$ cat src/rtl/wb_arbiter.sv
// Writeback arbiter: merges the ALU pipe and a FIFO-buffered load unit
// into the single regfile write port, and exports a pending-write mask.
module wb_arbiter #(
  parameter int LQ_DEPTH     = 2,
  parameter int STARVE_LIMIT = 4
) (
  input  logic        clock,
  input  logic        reset,
  input  logic        alu_valid,
  output logic        alu_ready,
  input  logic [4:0]  alu_rd,
  input  logic [31:0] alu_data,
  input  logic        ld_valid,
  output logic        ld_ready,
  input  logic [4:0]  ld_rd,
  input  logic [31:0] ld_data,
  output logic        wEn,
  output logic [4:0]  write_sel,
  output logic [31:0] write_data,
  output logic [31:0] busy_mask
);

  localparam int PW   = (LQ_DEPTH > 1) ? $clog2(LQ_DEPTH) : 1;
  localparam int CW   = PW + 1;
  localparam int SW   = $clog2(STARVE_LIMIT + 1);
  localparam logic [CW-1:0] FULL_CNT = CW'(LQ_DEPTH);
  localparam logic [SW-1:0] LAST_CNT = SW'(STARVE_LIMIT - 1);

  typedef enum logic {
    NORMAL,
    STARVE
  } state_e;

  state_e            state_q, state_d;
  logic [SW-1:0]     scnt_q, scnt_d;
  logic [PW-1:0]     wr_ptr_q, wr_ptr_d;
  logic [PW-1:0]     rd_ptr_q, rd_ptr_d;
  logic [CW-1:0]     count_q, count_d;
  logic [LQ_DEPTH-1:0] vld_q, vld_d;
  logic [4:0]        ent_rd_q [LQ_DEPTH];
  logic [31:0]       ent_data_q [LQ_DEPTH];
  logic              wen_q, wen_d;
  logic [4:0]        sel_q, sel_d;
  logic [31:0]       data_q, data_d;

  logic fifo_full;
  logic fifo_ne;
  logic alu_claim;
  logic load_grant;
  logic alu_fire;
  logic alu_wr;
  logic push;
  logic pop;

  assign fifo_full  = (count_q == FULL_CNT);
  assign fifo_ne    = (count_q != '0);
  assign alu_claim  = alu_valid && (alu_rd != 5'd0);
  assign load_grant = reset && fifo_ne &&
                      ((state_q == STARVE) || !alu_claim);
  assign ld_ready   = reset && !fifo_full;
  assign alu_ready  = reset && !((state_q == STARVE) && fifo_ne);
  assign alu_fire   = alu_valid && alu_ready;
  assign alu_wr     = alu_fire && (alu_rd != 5'd0);
  assign push       = ld_valid && ld_ready && (ld_rd != 5'd0);
  assign pop        = load_grant;

  // FIFO bookkeeping
  always_comb begin
    wr_ptr_d = wr_ptr_q;
    rd_ptr_d = rd_ptr_q;
    count_d  = count_q;
    vld_d    = vld_q;
    if (pop) begin
      rd_ptr_d        = rd_ptr_q + PW'(1);
      vld_d[rd_ptr_q] = 1'b0;
    end
    if (push) begin
      wr_ptr_d        = wr_ptr_q + PW'(1);
      vld_d[wr_ptr_q] = 1'b1;
    end
    unique case ({push, pop})
      2'b10:   count_d = count_q + CW'(1);
      2'b01:   count_d = count_q - CW'(1);
      default: count_d = count_q;
    endcase
  end

  // A load grant and an ALU write are mutually exclusive by construction
  always_comb begin
    wen_d  = 1'b0;
    sel_d  = sel_q;
    data_d = data_q;
    unique case (1'b1)
      pop: begin
        wen_d  = 1'b1;
        sel_d  = ent_rd_q[rd_ptr_q];
        data_d = ent_data_q[rd_ptr_q];
      end
      alu_wr: begin
        wen_d  = 1'b1;
        sel_d  = alu_rd;
        data_d = alu_data;
      end
      default: begin
        wen_d = 1'b0;
      end
    endcase
  end

  always_comb begin
    state_d = state_q;
    scnt_d  = scnt_q;
    unique case (state_q)
      NORMAL: begin
        if (fifo_ne && !load_grant) begin
          if (scnt_q == LAST_CNT) begin
            state_d = STARVE;
            scnt_d  = '0;
          end else begin
            scnt_d = scnt_q + SW'(1);
          end
        end else begin
          scnt_d = '0;
        end
      end
      STARVE: begin
        scnt_d = '0;
        if (pop || !fifo_ne) begin
          state_d = NORMAL;
        end
      end
      default: begin
        state_d = NORMAL;
        scnt_d  = '0;
      end
    endcase
  end

  always_ff @(posedge clock) begin
    if (!reset) begin
      state_q  <= NORMAL;
      scnt_q   <= '0;
      wr_ptr_q <= '0;
      rd_ptr_q <= '0;
      count_q  <= '0;
      vld_q    <= '0;
      wen_q    <= 1'b0;
      sel_q    <= '0;
      data_q   <= '0;
    end else begin
      state_q  <= state_d;
      scnt_q   <= scnt_d;
      wr_ptr_q <= wr_ptr_d;
      rd_ptr_q <= rd_ptr_d;
      count_q  <= count_d;
      vld_q    <= vld_d;
      wen_q    <= wen_d;
      sel_q    <= sel_d;
      data_q   <= data_d;
    end
  end

  // Entry payload needs no reset: vld_q gates every use
  always_ff @(posedge clock) begin
    if (push) begin
      ent_rd_q[wr_ptr_q]   <= ld_rd;
      ent_data_q[wr_ptr_q] <= ld_data;
    end
  end

  always_comb begin
    busy_mask = '0;
    for (int i = 0; i < LQ_DEPTH; i++) begin
      if (vld_q[i]) begin
        busy_mask[ent_rd_q[i]] = 1'b1;
      end
    end
    if (wen_q) begin
      busy_mask[sel_q] = 1'b1;
    end
    busy_mask[0] = 1'b0;
  end

  assign wEn        = wen_q;
  assign write_sel  = sel_q;
  assign write_data = data_q;

endmodule

$ cat config.mk
export PLATFORM = sky130hd
export DESIGN_NAME = wb_arbiter
export DESIGN_NICKNAME = d
export VERILOG_FILES = /design/src/rtl/wb_arbiter.sv
export SDC_FILE = /design/constraint.sdc
export NUM_CORES = 1
export LEC_CHECK = 0
export BUFFER_PORTS_ARGS = -buffer_cell sky130_fd_sc_hd__buf_2
export CORE_ASPECT_RATIO = 0.6
export CORE_MARGIN = 2
export CORE_UTILIZATION = 53
export DETAILED_ROUTE_END_ITERATION = 8
export GPL_ROUTABILITY_DRIVEN = 0
export PLACE_DENSITY_LB_ADDON = 0.12
export SYNTH_ARGS = -nofsm -noshare
export SYNTH_HDL_FRONTEND = slang
export SYNTH_SLANG_ARGS = --single-unit
$ cat constraint.sdc
create_clock -name clock -period 4.3 [get_ports clock]
set_input_delay 0.215 -clock clock [delete_from_list [all_inputs] [get_ports clock]]
set_output_delay 0.215 -clock clock [all_outputs]
set_load 0.02 [all_outputs]
Word level (Yosys, flattened, before mapping)
Memory sizes are Yosys's and may differ from the RTL's. A register that Yosys moved wholly into a read port is not among the register bits.
Cells that the tools add are included.
{"block": "op_classes", "bitwise_logic": 6, "eq_ne": 4, "n_lt_le_gt_ge": 10, "n_reduce_logical": 29, "add_sub_neg": 5, "n_mux": 32}
{"operator": "$mux 32", "count": 3}
{"operator": "$or 32x32->32", "count": 2}
{"operator": "$pmux 32 s2", "count": 1}
{"operator": "$lt 5x6->1 const B", "count": 3}
{"operator": "$logic_and 1x1->1", "count": 16}
{"operator": "$demux 1 s5", "count": 3}
{"operator": "$ge 5x1->1 const B", "count": 3}
{"operator": "$mux 1", "count": 15}
{"operator": "$pmux 5 s2", "count": 1}
{"operator": "$reduce_bool 5->1", "count": 2}
{"operator": "$mux 3", "count": 2}
{"operator": "$pmux 3 s2", "count": 1}
{"operator": "$reduce_bool 2->1", "count": 3}
{"operator": "$logic_not 1->1", "count": 5}
{"operator": "$eq 2x2->1 const B", "count": 2}
{"operator": "$lt 1x2->1 const B", "count": 2}
{"operator": "$mux 2", "count": 2}
{"operator": "$pmux 2 s2", "count": 1}
{"operator": "$add 3x1->3 const B", "count": 1}
{"operator": "$eq 3x2->1 const B", "count": 1}
{"operator": "$add 1x1->1 const B", "count": 2}
{"operator": "$add 2x1->2 const B", "count": 1}
{"operator": "$and 2x2->2", "count": 1}
{"operator": "$demux 1 s1", "count": 2}
{"operator": "other kinds (9)", "count": 11}
{"block": "totals", "ramBits": 74, "in_bits": 78, "word_cells": 97, "output_inout_bits": 72, "mem_count": 2, "register_bits": 48}
{"name": "ent_data_q", "depth": 2, "word_bits": 32, "read_ports": 1, "rd_ports_with_merged_regs": 1, "wr": 1, "line": "41", "rtl": "logic [31:0] ent_data_q [LQ_DEPTH];"}
{"name": "ent_rd_q", "depth": 2, "word_bits": 5, "read_ports": 3, "rd_ports_with_merged_regs": 1, "wr": 1, "line": "40", "rtl": "logic [4:0] ent_rd_q [LQ_DEPTH];"}

Logic depth before layout (Yosys ltp)
An unclocked memory read counts as a cell.
{"block": "depth", "ltp_word": 10, "mapped_depth": 8, "depth_no_buf": 8}

Least setup slack after synthesis
No wires, ideal clock.
{"block": "synth_path", "path_kind": "flip-flop to flip-flop", "start": "reg count_q[0]", "end": "mem ent_data_q[0][0], enable pin", "t_required_ns": 3.818, "synth_period_minus_slack_ns": 3.711, "arrival_ns": 3.229, "path_stages_with_launch": 4, "path_buffers": 1, "setup_time_ns": 0.482, "path_slack_ns": 0.589, "cell_sequence": "dfxtp_1 > buf_2 > o211ai_1 > nor3_1"}
{"block": "synth_via", "elab_chain_len": 7}
{"item": "start, declared", "line": "38", "rtl": "logic [CW-1:0] count_q, count_d;"}
{"item": "start signal, assigned", "line": "155", "rtl": "count_q <= count_d;"}
{"item": "$eq 2x2->1", "line": "55", "rtl": "assign fifo_full = (count_q == FULL_CNT);"}
{"item": "$logic_not 1->1", "line": "60", "rtl": "assign ld_ready = reset && !fifo_full;"}
{"item": "$logic_and 1x1->1", "line": "60"}
{"item": "$logic_and 1x1->1 (2 in series)", "line": "64", "rtl": "assign push = ld_valid && ld_ready && (ld_rd != 5'd0);"}
{"item": "$mux 1", "line": "165", "rtl": "if (push) begin"}
{"item": "$mux 1 (implied by the code)", "line": "167", "rtl": "ent_data_q[wr_ptr_q] <= ld_data;"}
{"item": "end, declared", "line": "41"}
Every way passes these cells.

==> impl_metrics.py <==
metrics = {
    "clock_tree": {
        "cts-root-buf": "sky130_fd_sc_hd__clkbuf_16",
        "cts.repair_timing.setup_buffer_count": 0,
        "cts_hold_buf": 26,
        "clk_pin_slew_worst_paths_ns": 0.05,
        "clock_tree_from_tritoncts": "built",
        "worst_skew_pair.late_latency_ns": 0.41,
        "cts-buffers-inserted": 17,
        "cts_buffer_depth": 2,
        "clock-sinks": 123,
        "h-tree-depth": 4,
        "cts_resized": 0,
    },
    "global_routing": {
        "initial_antenna_violation_count": 0,
        "top_usage_layer": "met2",
        "grt_start_max_net_pins": 39,
        "number_of_global_route_vias_before_repair": 4515,
        "wire_length_of_the_first_global_routing_pass_um": 23300,
        "met1_resource_use_gr_pct": 35.7,
        "grt.met3_usage_pct": 7.07,
        "gr-usage-met2_pct": 39.2,
        "groute.usage.overall_pct": 25.6,
        "overflow": 0,
    },
    "run_status": {
        "status": "completed",
    },
    "cells_and_area": {
        "layout_common_cells": "sky130_fd_sc_hd__buf_2, sky130_fd_sc_hd__edfxtp_1, sky130_fd_sc_hd__nand2_1",
        "layout_commonest_cell": "sky130_fd_sc_hd__buf_2",
        "filler_cells_inserted": 771,
        "multi_input_comb_area_um2": 2320,
        "design_area_um2": 7450,
        "flow.area_growth_from_synthesis_pct": 30.2,
        "finish.utilization_pct": 70.8,
        "layout.area.seq_um2": 3200,
        "drive_gt1_share_pct": 39.3,
        "final_nets": 714,
        "diodes": 0,
        "layout_cells_excl_fill": 785,
    },
    "floorplan": {
        "overall_die_area_um2": 11700,
        "floorplan.core_area_um2": 10500,
        "die-width_um": 138,
        "die_h_um": 84.5,
        "num_rows": 29,
        "initial_core_util_pct": 54.4,
        "ios": 150,
    },
    "place": {
        "place_hpwl_um": 9550,
        "dp_cells": 727,
        "postPlaceCellArea_um2": 6530,
        "portBuffers": 148,
    },
    "timing": {
        "worst_slew_pin_slew_ns": 1.22,
        "finalCriticalPeriod_ns": 2.46,
        "max_slew_margin_pct": 18.2,
        "timing.fmax_ghz": 0.406,
        "finalSetupViolCount": 0,
        "layout_worst_path_cycle_share_pct": 57.3,
        "timing.final.max_slew_violations": 0,
        "timing_hold_violations_final": 0,
        "final.setup.tns_ns": 0,
        "setup_repair_after_global_routing_missed_its_margin": "false",
        "worst_clock_skew_ns": 0.00876,
    },
    "hold_path": {
        "hp-class": "primary input to flop",
    },
    "yosys": {
        "dominantRegCellSynth": "sky130_fd_sc_hd__edfxtp_1",
        "post_synth_num_cell_types": 49,
        "yosys_warnings": 0,
        "xor_xnor_portion_of_the_synthesized_cell_area_pct": 0.306,
        "synthesis.area_um2": 5720,
        "synth_top_family_by_area": "compound AO/OA/AOI/OAI gates",
        "synthesis.instances": 464,
        "synth_nets": 545,
        "synth_adder_area_share_pct": 0.656,
        "yosys-mux-area-fraction_pct": 5.77,
        "synth_simple_gate_area_share_pct": 11.6,
        "syn_avg_cell_area_um2": 12.3,
        "synth_compound_area_share_pct": 21.7,
        "yosys_register_bits": 123,
        "synth_seq_area_share_pct": 56.0,
        "ys_async_sr_fraction_pct": 0,
        "number_of_synthesized_flops_with_an_enable_pin": 74,
    },
    "routing": {
        "detailedRoute.firstPassIterationCount": 6,
        "via_density": 5.88,
        "ant_nets": 0,
        "routed-via-count": 4613,
        "avgRoutedWirePerCell_um": 18.6,
        "remaining_drc_errors": 0,
        "finalWirelength_um": 14600,
        "detail_route.iter0.violations": 409,
    },
    "critical_path": {
        "critical_path.endpoint_type": "output port",
        "timing.setup.critical_path_class": "flop to output port",
        "kind_of_start_point_of_the_critical_path": "flop",
        "critPathArrivalTime_ns": 2.25,
        "worst-path-max-fanout": 7,
        "worstPathRequired_ns": 4.09,
    },
    "pwr": {
        "power.density_cell_area_nw_per_um2": 476,
        "ir_worst_vdd_mv": 0.335,
        "p_leak_nw": 2.95,
    },
    "run": {
        "max_capacitance_violation_count": 0,
    },
}
-- per-layer routing --
metal	up-vias	part of all wire, %
met1	2205	45
met2	259	45
met5	-	0
met4	0	0.67
li1	2136	-
met3	13	9.6
-- sequential cells by signal (all words and copies together), names as in the netlist, named ones only --
register and count:
ent_data_q 64, write_data 32, ent_rd_q 10, write_sel 5
scnt_q 3, count_q 2, vld_q 2, rd_ptr_q 1
state_q 1, wEn 1, wr_ptr_q 1
-- worst max-delay path: stages (launching register included) --
cell and delay [ns]:
sky130_fd_sc_hd__edfxtp_1 0.44, sky130_fd_sc_hd__nor3b_1 0.89, sky130_fd_sc_hd__a22oi_1 0.20, sky130_fd_sc_hd__nand2_1 0.14
sky130_fd_sc_hd__buf_2 0.17
-- logic make-up (layout without fill, tap and decap cells) --
logic type | Yosys count | in the layout
compound gates | 128 | 128
xor+xnor | 2 | 2
fa+ha+maj | 3 | 3
buf+inv | 38 | 220
flops | 123 | 123
mux | 33 | 33
other cells | 1 | 1
simple gates | 136 | 136
-- through the flow --
| stage | power (mW) | hold slack (ns) | setup slack [ns] |
|---|---|---|---|
| finish | 3.55 | 0.0121 | 1.84 |
| global route | 3.67 | 0.00112 | 1.72 |
| CTS | 3.55 | 0.00191 | 1.94 |
| detailed placement | 1.95 | 0.406 | 1.94 |
| global placement | 1.94 | 0.403 | 1.92 |
| floorplan | 1.78 | 0.314 | 0.589 |
-- cell type report --
type	instances	share of cell area (%)
flip-flops and latches	123	43.0
multi-input cells	303	31.2
repair buffers	181	14.3
clock buffers	21	5.91
clock inverters	11	2.91
well taps	139	2.33
inverters	7	0.353
-- cell usage after synthesis, types with 2 or more instances --
library cell | n | share of area, %
sky130_fd_sc_hd__buf_4 | 3 | 0.39
sky130_fd_sc_hd__o21ai_0 | 3 | 0.26
sky130_fd_sc_hd__edfxtp_1 | 74 | 39
sky130_fd_sc_hd__nor2_1 | 17 | 1.1
sky130_fd_sc_hd__and3b_1 | 6 | 0.92
sky130_fd_sc_hd__a211oi_1 | 4 | 0.52
sky130_fd_sc_hd__buf_2 | 6 | 0.52
sky130_fd_sc_hd__o221ai_2 | 30 | 7.9
sky130_fd_sc_hd__a2111oi_0 | 4 | 0.61
sky130_fd_sc_hd__nor3_1 | 8 | 0.70
sky130_fd_sc_hd__clkbuf_1 | 13 | 0.85
sky130_fd_sc_hd__mux2i_1 | 33 | 5.8
sky130_fd_sc_hd__a22oi_1 | 32 | 4.2
sky130_fd_sc_hd__buf_6 | 5 | 0.98
sky130_fd_sc_hd__and3_1 | 6 | 0.66
sky130_fd_sc_hd__o21a_1 | 3 | 0.39
sky130_fd_sc_hd__nor3b_1 | 15 | 2.0
sky130_fd_sc_hd__inv_1 | 7 | 0.46
sky130_fd_sc_hd__a222oi_1 | 2 | 0.35
sky130_fd_sc_hd__nor2b_1 | 4 | 0.44
sky130_fd_sc_hd__a21oi_2 | 31 | 4.7
sky130_fd_sc_hd__nand2_1 | 70 | 4.6
sky130_fd_sc_hd__clkbuf_8 | 2 | 0.48
sky130_fd_sc_hd__dfxtp_1 | 49 | 17
sky130_fd_sc_hd__or3_1 | 3 | 0.33
sky130_fd_sc_hd__ha_1 | 3 | 0.66
sky130_fd_sc_hd__o221ai_1 | 2 | 0.31
sky130_fd_sc_hd__a21oi_1 | 8 | 0.70
-- path summary, 6_finish.rpt --
kind	start	to	slack (ns)	cells after the start
max	ent_rd_q[1][1]$_DFFE_PP_	busy_mask[12]	1.84	4
min reg2reg	scnt_q[0]$_SDFF_PP0_	scnt_q[0]$_SDFF_PP0_	0.49	1
max reg2reg	count_q[0]$_SDFFE_PN0P_	write_data[5]$_SDFFE_PN0P_	1.92	5
min	ld_data[0]	ent_data_q[1][0]$_DFFE_PP_	0.01	1
-- power breakdown --
group / internal, mW / switching [mW]
logic: 0.206 / 0.338
registers: 1.34 / 0.0736
clock network: 1.09 / 0.503
total: 2.63 / 0.915
No activity file was read; power rests on OpenSTA's default activity.
